--- src/rtl/ahb_core_req_gen.sv ---
// Core-side request generator for the AHB master port: packs core load/store requests into
// command words, tracks them in an in-order tag queue and returns lane-extracted responses.
module ahb_core_req_gen #(
  parameter int unsigned MAX_OUT = 4,
  parameter int unsigned TAG_W   = 2
) (
  input  logic        HCLK,
  input  logic        HRESET,
  input  logic        req_valid,
  output logic        req_ready,
  input  logic        req_write,
  input  logic [1:0]  req_size,
  input  logic        req_signed,
  input  logic [31:0] req_addr,
  input  logic [31:0] req_wdata,
  output logic        rsp_valid,
  input  logic        rsp_ready,
  output logic        rsp_error,
  output logic [31:0] rsp_rdata,
  output logic [66:0] datain,
  output logic        core_writen,
  output logic        core_readen,
  input  logic        valid,
  input  logic        error,
  input  logic [31:0] rdata
);

  localparam int unsigned CntW = TAG_W + 1;

  typedef struct packed {
    logic       write;
    logic [1:0] size;
    logic [1:0] addr_lo;
    logic       sgn;
    logic       lerr;
  } tag_t;

  typedef enum logic [1:0] {StIdle, StHead, StHold} state_e;

  state_e          state_q, state_d;
  logic [CntW-1:0] count_q, count_d;
  logic [TAG_W-1:0] wr_ptr_q, wr_ptr_d, rd_ptr_q, rd_ptr_d;
  logic            req_ready_q, req_ready_d;
  logic            rsp_valid_q, rsp_valid_d;
  logic            rsp_error_q, rsp_error_d;
  logic [31:0]     rsp_rdata_q, rsp_rdata_d;
  logic [66:0]     datain_q, datain_d;
  logic            core_writen_q, core_writen_d;
  tag_t            tag_q [MAX_OUT];
  tag_t            tag_d, head;
  logic            mis, push, pop;
  logic [31:0]     wdata_rep;

  function automatic logic [31:0] extract(input logic [31:0] d, input logic [1:0] sz,
                                          input logic [1:0] a, input logic sg);
    logic [31:0] sh;
    logic [15:0] h;
    sh = d >> {a, 3'b000};
    h  = a[1] ? d[31:16] : d[15:0];
    case (sz)
      2'd0:    return {{24{sg & sh[7]}}, sh[7:0]};
      2'd1:    return {{16{sg & h[15]}}, h};
      default: return d;
    endcase
  endfunction

  assign head = tag_q[rd_ptr_q];

  // Request side: accept, misalign check, command packing.
  always_comb begin
    mis = (req_size == 2'd3) ||
          ((req_size == 2'd2) && (req_addr[1:0] != 2'b00)) ||
          ((req_size == 2'd1) && req_addr[0]);
    push = req_valid & req_ready_q;

    tag_d.write   = req_write;
    tag_d.size    = req_size;
    tag_d.addr_lo = req_addr[1:0];
    tag_d.sgn     = req_signed;
    tag_d.lerr    = mis;

    case (req_size)
      2'd0:    wdata_rep = {4{req_wdata[7:0]}};
      2'd1:    wdata_rep = {2{req_wdata[15:0]}};
      default: wdata_rep = req_wdata;
    endcase

    core_writen_d = push & ~mis;
    datain_d      = (push & ~mis) ? {req_write, req_size, req_addr, wdata_rep} : datain_q;
  end

  // Response FSM.
  always_comb begin
    state_d     = state_q;
    pop         = 1'b0;
    core_readen = 1'b0;
    rsp_valid_d = rsp_valid_q;
    rsp_error_d = rsp_error_q;
    rsp_rdata_d = rsp_rdata_q;

    unique case (state_q)
      StIdle: begin
        if (count_q != '0) state_d = StHead;
      end
      StHead: begin
        if (head.lerr) begin
          rsp_valid_d = 1'b1;
          rsp_error_d = 1'b1;
          rsp_rdata_d = '0;
          state_d     = StHold;
        end else if (valid && !HRESET) begin
          core_readen = 1'b1;
          rsp_valid_d = 1'b1;
          rsp_error_d = error;
          rsp_rdata_d = (error || head.write) ? 32'h0 :
                        extract(rdata, head.size, head.addr_lo, head.sgn);
          state_d     = StHold;
        end
      end
      StHold: begin
        if (rsp_ready) begin
          pop         = 1'b1;
          rsp_valid_d = 1'b0;
          state_d     = ((count_q > CntW'(1)) || push) ? StHead : StIdle;
        end
      end
      default: state_d = StIdle;
    endcase

    count_d  = count_q + CntW'(push) - CntW'(pop);
    wr_ptr_d = wr_ptr_q + TAG_W'(push);
    rd_ptr_d = rd_ptr_q + TAG_W'(pop);
    // A pop only frees a slot for the following cycle since req_ready is registered.
    req_ready_d = (count_d < CntW'(MAX_OUT));
  end

  always_ff @(posedge HCLK) begin
    if (HRESET) begin
      state_q       <= StIdle;
      count_q       <= '0;
      wr_ptr_q      <= '0;
      rd_ptr_q      <= '0;
      req_ready_q   <= 1'b0;
      rsp_valid_q   <= 1'b0;
      rsp_error_q   <= 1'b0;
      rsp_rdata_q   <= '0;
      datain_q      <= '0;
      core_writen_q <= 1'b0;
    end else begin
      state_q       <= state_d;
      count_q       <= count_d;
      wr_ptr_q      <= wr_ptr_d;
      rd_ptr_q      <= rd_ptr_d;
      req_ready_q   <= req_ready_d;
      rsp_valid_q   <= rsp_valid_d;
      rsp_error_q   <= rsp_error_d;
      rsp_rdata_q   <= rsp_rdata_d;
      datain_q      <= datain_d;
      core_writen_q <= core_writen_d;
    end
  end

  always_ff @(posedge HCLK) begin
    if (push) tag_q[wr_ptr_q] <= tag_d;
  end

  assign req_ready   = req_ready_q;
  assign rsp_valid   = rsp_valid_q;
  assign rsp_error   = rsp_error_q;
  assign rsp_rdata   = rsp_rdata_q;
  assign datain      = datain_q;
  assign core_writen = core_writen_q;

  // The master must not present a response with nothing to match it against.
  assert property (@(posedge HCLK) disable iff (HRESET)
    !(valid && ((count_q == '0) || ((state_q == StHead) && head.lerr))));

endmodule

--- config.mk ---
export PLATFORM = sky130hd
export DESIGN_NAME = ahb_core_req_gen
export DESIGN_NICKNAME = d
export VERILOG_FILES = /design/src/rtl/ahb_core_req_gen.sv
export SDC_FILE = /design/constraint.sdc
export NUM_CORES = 1
export LEC_CHECK = 0
export CAP_MARGIN = 20
export CORE_MARGIN = 2
export CORE_UTILIZATION = 45
export CTS_BUF_LIST = sky130_fd_sc_hd__clkbuf_16
export CTS_CLUSTER_SIZE = 24
export DETAILED_ROUTE_END_ITERATION = 12
export PLACE_DENSITY = 0.77
export SYNTH_ARGS = -nofsm -noshare
export SYNTH_HDL_FRONTEND = slang
export SYNTH_SLANG_ARGS = --single-unit
--- constraint.sdc ---
create_clock -name HCLK -period 3.5 [get_ports HCLK]
set_input_delay 0.7 -clock HCLK [delete_from_list [all_inputs] [get_ports HCLK]]
set_output_delay 0.7 -clock HCLK [all_outputs]
set_load 0.01 [all_outputs]
# Yosys cells after proc, flatten, opt, wreduce, memory -nomap -nowiden
# Memory sizes are Yosys's and may differ from the RTL's. A register that Yosys moved wholly into a read port is not among the register bits.
# Index checks and enable logic that the tools add are counted.
# word_totals
regBits	112
in_bits	106
output_inout_bits	104
mem_count	1
mem_bits_rw	28
wordCells	76
# memory_table
memory	words	width	rd	rd_clocked_by_memory_dff	write_ports	line	rtl
tag_q	4	7	1	1	1	49	tag_t tag_q [MAX_OUT];
# op_classes
bitwise	5
muxes	26
order_cmp	2
reduce_logical	18
eq_ne	9
shifts	1
add_sub_neg	4
# op_table
operator	count
32-bit case mux with 2 select lines	2
32-bit two-way mux	3
32-bit by 5-bit right shift with 8-bit output	1
16-bit two-way mux	1
1-bit two-way mux	13
2-bit two-way mux	5
2-bit by 1-bit == test with 1-bit output, second input constant	3
2-bit == test, second input constant	3
2-bit zero test	3
2-bit case mux with 3 select lines	1
3-bit AND reduction	2
2-bit nonzero test	3
2-bit by 1-bit adder with 2-bit output	2
1-bit AND	4
1-bit logical OR	4
2-bit inequality test, second input constant	2
3-bit by 1-bit adder with 3-bit output	1
3-bit by 1-bit greater-than comparator with 1-bit output, second input constant	1
1-bit logical AND	3
3-bit < comparator, second input constant	1
3-bit inequality test, second input constant	1
3-bit nonzero test	1
3-bit by 1-bit subtractor with 3-bit output	1
1-bit case mux with 2 select lines	1
3 further kinds	3

# Logic depth before layout (Yosys ltp)
# Gate-level depths: netlist (run 1).
# depth
word_depth	6
ltp_mapped	9
depth_no_buf	8

# Worst setup path before layout (run 1)
# Ideal clock, no wire load.
# synth_timing
path_kind	register -> register
from	register rd_ptr_q[0] (netlist name)
to	register rsp_rdata_q[1] (netlist: rsp_rdata[1])
path_slack_ns	0.986
setup_ns	0.084
n_path_buf	2
arrival_ns	2.430
synth_period_minus_slack_ns	2.514
required_time_ns	3.416
path_stages_with_launch	8
path_cell_list	dfxtp_1 -> buf_6 -> mux4_2 -> or4b_4 -> or3_1 -> buf_6 -> a21o_1 -> o31ai_2
# synth_rtl
item	line	rtl
end signal, assigned	157	rsp_rdata_q <= rsp_rdata_d;
end, declared	46	logic [31:0] rsp_rdata_q, rsp_rdata_d;

==> results.toml, run 1 <==
[sta]
tns_ns = 0
setup_violations = 0
finalCriticalPeriod_ns = 2.83
worst_pin_slew_ns = 0.877
finalHoldViolCount = 0
max_slew_margin = 0.415
slew_violations = 0
fin_crit_sh = 0.809
finalClockSkew_ns = 0.00898
rsz0062_at_grt = "no"
fmax_mhz = 353

[yosys]
ys.flop_type = "dfxtp_1"
synth_cell_types = 42
async_flop_share = 0
synthCells = 602
synth_seq_cells = 140
syn_avg_cell_area_sq_um = 9.64
syn_nets = 714
synth_edf_count = 28
netlist_area_sq_mm = 0.00580
ys_seq_area_frac = 0.531
synth_warnings = 0

[run]
cap_violations = 0

[place]
dp_hpwl_mm = 11.8
post_dp_cell_area_sq_mm = 0.00804
place_congestion = 0.874
placement.io_buffers = 209

[final_layout]
antenna_cells = 0
finalNetCount = 912
mostFrequentLayoutCell = "clkdlybuf4s50_1"
stdcell_area_sq_mm = 0.00870
drive_above_1_share = 0.0763
area_growth_syn_to_layout_pct = 49.9
layout_common_cells = "clkdlybuf4s50_1 (208), nand2_1 (135), dfxtp_1 (112)"
fin_util = 0.689

[pwr]
internal_power_uw = 3550
p_total_uw = 4750
switching_share = 0.253
power_density_mw_per_mm2 = 547
p_switching_uw = 1200
power_frac_comb = 0.193
peakVddDrop_mv = 0.457
p_leak_uw = 0.00316
clkPwrFrac = 0.418
seq_power_share = 0.389

[floorplanning]
initial_core_util = 0.460
die-area_sq_mm = 0.0138
io_pins = 210
dieHeight_um = 118
placementRows = 41
fp.coreArea_sq_mm = 0.0126
die_w_um = 118

[worst_setup_path]
slowest_stage = "and4_1"
required_ns = 3.85
r2r_slack_ns = 0.67
crit_path_end_kind = "register"
crit_cells = 5
reg2reg_from = "rd_ptr_q[0]$_SDFF_PP0_"
path_cells = "mux4_2 > or4b_4 > nor3_2 > and4_1 > a221o_1"
cp-startpoint = "rd_ptr_q[0]$_SDFF_PP0_"
worstSetupPathType = "register to register"
cp-endpoint = "rsp_rdata[26]$_SDFFE_PP0P_"
crit_family = "simple AND/OR/NAND/NOR gates"
crit_path_max_incr_delay_ns = 0.64
crit-reg2reg-capture = "rsp_rdata[26]$_SDFFE_PP0P_"
r2r_cells = 5
worst-path-max-fanout = 16
cp.arrival_ns = 3.18
critical_path_buf_inv_count = 0
worstSetupStartpointType = "register"

[global_routing]
antenna_found_initial = 0
grt_pass1_wl_mm = 26.7
grt_pass1_vias = 5262
grt_max_degree = 84
globalRouteTotalUtil = 0.241
grt.overflow.total = 0

[clock_tree]
cts_resized = 0
clockRootBuffer = "clkbuf_16"
clk_pin_slew_ns = 0.06
clkLatencyLatePin_ns = 0.41
cts_setup_buffers = 0
htree_levels = 4
cts_buffers = 17
clock-sinks = 140
cts_buffer_depth = 2
cts_tree = "done"
hold_buffers = 0

[hold_path]
hold_class = "register to register"

[drt]
wl_per_cell_um = 17.0
drt_pass1_iterations = 4
vias_per_cell = 5.31
drtAntennaViolNets = 0
drt_iter0_markers = 351
dr_total_vias = 5229
totalWireLength_mm = 16.7
drc = 0

[outcome]
status = "complete, no violations"
-- per-stage QoR --
stage	cells	hold slack (ns)	worst slack (ns)
6_report	985	0.452	0.669
2_1_floorplan	602	0.481	0.986
3_5_place_dp	953	0.441	0.468
3_3_place_gp	953	0.441	0.577
4_1_cts	985	0.454	0.669
5_1_grt	985	0.470	0.507
-- flip-flops by register name (all words and copies together) (netlist names) --
signal / cells
core_writen: 1
count_q: 3
datain: 67
rd_ptr_q: 2
req_ready: 1
rsp_error: 1
rsp_rdata: 32
rsp_valid: 1
state_q: 2
tag_q: 28
wr_ptr_q: 2
-- layer usage --
layer / vias up / track usage / share of wire
met3: 30 / 0.112 / 0.11
li1: 2512 / - / -
met5: - / 0 / 0
met1: 2461 / 0.276 / 0.41
met4: 0 / 0.0904 / 0.022
met2: 226 / 0.394 / 0.46
-- synth_stat cells, types with 2 or more instances --
cell | instances | area share
buf_6 | 4 | 0.0078
a21oi_1 | 54 | 0.047
nor2b_1 | 7 | 0.0075
nor2_1 | 40 | 0.026
nand2_1 | 135 | 0.087
nand3_1 | 2 | 0.0017
mux4_1 | 4 | 0.018
xnor2_1 | 2 | 0.0030
mux2i_1 | 33 | 0.057
o31ai_2 | 7 | 0.015
nor3b_1 | 4 | 0.0052
mux4_2 | 2 | 0.0078
clkbuf_1 | 37 | 0.024
inv_1 | 9 | 0.0058
edfxtp_1 | 28 | 0.14
mux2_2 | 3 | 0.0058
nand2b_1 | 5 | 0.0054
a21o_1 | 7 | 0.0091
a221o_1 | 16 | 0.028
nor3_1 | 3 | 0.0026
ha_1 | 5 | 0.011
a311oi_1 | 8 | 0.012
and3_1 | 2 | 0.0022
a211oi_1 | 8 | 0.010
dfxtp_1 | 112 | 0.39
o21ai_0 | 42 | 0.036
a31oi_1 | 8 | 0.0086
-- power by group through the flow --
stage	Clock [uW]	Sequential (uW)	Combinational (uW)
3_5_place_dp	0	1880	910
6_report	1990	1850	917
2_1_floorplan	0	1910	442
5_1_grt	2080	1860	1000
3_3_place_gp	0	1870	886
4_1_cts	2010	1850	919
-- layout make-up --
class / count / area [sq um]
clock buffers: 17 / 425
fillers: 971 / 3920
multi-input cells: 410 / 2500
flip-flops and latches: 140 / 3080
repair buffers: 222 / 2210
clock inverters: 15 / 228
inverters: 9 / 33.8
well taps: 172 / 215
-- worst register-to-register path, cell delays in order, from the launching register on --
cell,delay (ns)
dfxtp_1,0.35
mux4_2,0.57
or4b_4,0.57
nor3_2,0.44
and4_1,0.65
a221o_1,0.21
-- worst min path at each step --
stage / start / to / slack [ns] / cells after the start
3_5_place_dp: rsp_rdata[7]$_SDFFE_PP0P_ / rsp_rdata[7]$_SDFFE_PP0P_ / 0.44 / 2
3_3_place_gp: rsp_rdata[7]$_SDFFE_PP0P_ / rsp_rdata[7]$_SDFFE_PP0P_ / 0.44 / 2
5_1_grt: datain[44]$_SDFFE_PP0P_ / datain[44]$_SDFFE_PP0P_ / 0.47 / 2
2_1_floorplan: datain[0]$_SDFFE_PP0P_ / datain[0]$_SDFFE_PP0P_ / 0.48 / 2
4_1_cts: datain[64]$_SDFFE_PP0P_ / datain[64]$_SDFFE_PP0P_ / 0.45 / 2
6_report: rsp_rdata[7]$_SDFFE_PP0P_ / rsp_rdata[7]$_SDFFE_PP0P_ / 0.45 / 2
-- kinds of logic (layout without fill, tap and decap cells) --
kind of cell / count (synthesis) / after routing / synth area share
AND/OR/NAND/NOR: 204 / 204 / 0.149
AO/OA/AOI/OAI: 155 / 155 / 0.172
flip-flops: 140 / 140 / 0.531
buffers and inverters: 52 / 263 / 0.0397
multiplexers: 42 / 42 / 0.0886
adder cells (fa/ha/maj): 6 / 6 / 0.0142
XOR/XNOR: 3 / 3 / 0.00453
Note: power is estimated with default switching activity, not from simulation.
==> inputs of run 2 (changes only) <==
--- a/config.mk
+++ b/config.mk
@@ -7,11 +7,11 @@
 export LEC_CHECK = 0
 export CAP_MARGIN = 20
 export CORE_MARGIN = 2
-export CORE_UTILIZATION = 45
+export CORE_UTILIZATION = 40
 export CTS_BUF_LIST = sky130_fd_sc_hd__clkbuf_16
 export CTS_CLUSTER_SIZE = 24
 export DETAILED_ROUTE_END_ITERATION = 12
-export PLACE_DENSITY = 0.77
+export PLACE_DENSITY = 0.72
 export SYNTH_ARGS = -nofsm -noshare
 export SYNTH_HDL_FRONTEND = slang
 export SYNTH_SLANG_ARGS = --single-unit
==> constraint.sdc (replaced) <==
create_clock -name HCLK -period 2.3 [get_ports HCLK]
set_input_delay 0.46 -clock HCLK [delete_from_list [all_inputs] [get_ports HCLK]]
set_output_delay 0.46 -clock HCLK [all_outputs]
set_load 0.01 [all_outputs]
==> run 2 against run 1 <==
  * The flow now finishes with violations (setup timing)
  * Utilization down 6.5 points
  * Largest cell class unchanged
  * Hold slack improved by 0.0045 ns
  * Total power rose by 48%
  * Global-route usage is 2.2 points lower
  * Clock skew barely moved
  * Setup slack got worse by 0.72 ns
==> results.toml, run 2 (same netlist as run 1, synthesis figures left out) <==
[outcome]
status = "finished, violations left"
violations = "setup timing"

[sta]
fin_crit_sh = 1.02
worst_pin_slew_ns = 0.522
setup_violations = 17
rsz0062_at_grt = "yes"
layout_setup_ws_ns = -0.0540
finalHoldViolCount = 0
slew_violations = 0
finalClockSkew_ns = 0.00933
fmax_mhz = 425
holdWs_ns = 0.456
finalCriticalPeriod_ns = 2.35
tns_ns = -0.561
max_slew_margin = 0.652

[worst_setup_path]
worst-path-max-fanout = 5
cp.arrival_ns = 2.69
slowest_stage = "or4b_4"
crit_path_end_kind = "register"
worstSetupPathType = "register to register"
critical_path_buf_inv_count = 1
r2r_cells = 6
r2r_slack_ns = -0.05
path_cells = "mux4_2 > or4b_4 > or3_4 > buf_6 > a21o_1 > o31ai_2"
worstSetupStartpointType = "register"
cp-startpoint = "rd_ptr_q[0]$_SDFF_PP0_"
reg2reg_from = "rd_ptr_q[0]$_SDFF_PP0_"
crit_path_max_incr_delay_ns = 0.55
crit_cells = 6
crit_family = "simple AND/OR/NAND/NOR gates"
required_ns = 2.63

[final_layout]
drive_above_1_share = 0.117
fin_util = 0.624
antenna_cells = 0
mostFrequentLayoutCell = "clkdlybuf4s50_1"
largest_reg_flops = 67
finalNetCount = 940
stdcell_area_sq_mm = 0.00897
layout_common_cells = "clkdlybuf4s50_1 (207), nand2_1 (135), dfxtp_1 (111)"
area_growth_syn_to_layout_pct = 54.5

[hold_path]
min_from = "rsp_rdata[15]$_SDFFE_PP0P_"
hold_class = "register to register"
worstHoldPathCells = 2

[floorplanning]
initial_core_util = 0.404
dieHeight_um = 124
die-area_sq_mm = 0.0155
io_pins = 210
placementRows = 44
fp.coreArea_sq_mm = 0.0144
die_w_um = 124

[drt]
vias_per_cell = 5.22
totalWireLength_mm = 17.0
dr_total_vias = 5350
drc = 0
drt_pass1_iterations = 5
wl_per_cell_um = 16.6
drtAntennaViolNets = 0
drt_iter0_markers = 284

[pwr]
p_total_uw = 7020
p_leak_uw = 0.00329
peakVddDrop_mv = 0.454
power_density_mw_per_mm2 = 783

[clock_tree]
cts_tree = "done"
cts_buffer_depth = 2
hold_buffers = 0
cts_buffers = 17
clk_pin_slew_ns = 0.06
clockRootBuffer = "clkbuf_16"
clkLatencyLatePin_ns = 0.42
htree_levels = 4
clock-sinks = 140

[place]
post_dp_cell_area_sq_mm = 0.00826
place_congestion = 0.851
placement.io_buffers = 209
dp_hpwl_mm = 12.0

[global_routing]
grt_max_degree = 53
globalRouteTotalUtil = 0.219
grt_pass1_vias = 5273
grt.overflow.total = 0
antenna_found_initial = 0
grt_pass1_wl_mm = 27.2

[run]
cap_violations = 0
[run 2: changes by cell type in the layout (fill, tap and decap cells not counted), sizes merged]
cell / change
buf: +28
bufinv: -4
inv: +4
clkinv: -3
clkinvlp: +2
clkbuf: +1
clkdlybuf4s50: -1
nor2: +1
[run 2: repair_timing]
action                     in CTS  in global routing
pin swaps                       7                  9
setup endpoints to repair      32                 32
buffers inserted                2                  3
cloned                          3                  0
gates resized for setup        18                  9
[run 2: path summary, 6_finish.rpt]
| kind | end |
|---|---|
| worst max-delay path | rsp_rdata[4]$_SDFFE_PP0P_ |
| worst min-delay path | rsp_rdata[15]$_SDFFE_PP0P_ |
| worst max register to register | rsp_rdata[4]$_SDFFE_PP0P_ |
| worst min register to register | rsp_rdata[15]$_SDFFE_PP0P_ |
[run 2: routing by layer]
| metal | GRT usage | up-vias | share of wire |
|---|---|---|---|
| met5 | 0 | - | 0 |
| met3 | 0.102 | 27 | 0.11 |
| met2 | 0.349 | 234 | 0.46 |
| li1 | - | 2569 | - |
| met1 | 0.261 | 2520 | 0.41 |
| met4 | 0.0780 | 0 | 0.018 |
[run 2: stage by stage]
step | setup slack, ns | instances
3_3_place_gp | -0.0928 | 986
5_1_grt | -0.120 | 1025
4_1_cts | -0.0866 | 1022
2_1_floorplan | -0.169 | 602
6_report | -0.0540 | 1025
3_5_place_dp | -0.163 | 986
[run 2: tightest hold or removal path, stage by stage, from the launching register on]
cell and delay (ns):
dfxtp_1 0.31, nand2_1 0.05, o21ai_1 0.05
[run 2: area by class of cell]
class                      count  area (sq um)
fill                        1149          5400
clock buffer                  18           450
inverter                       9          33.8
tap                          184           230
clock inverter                14           126
sequential                   140          3080
multi-input combinational    411          2560
timing repair buffer         249          2480
[run 2: power breakdown]
group / internal, uW / switching, uW
Combinational: 770 / 750
Sequential: 2700 / 111
Clock: 1640 / 1050
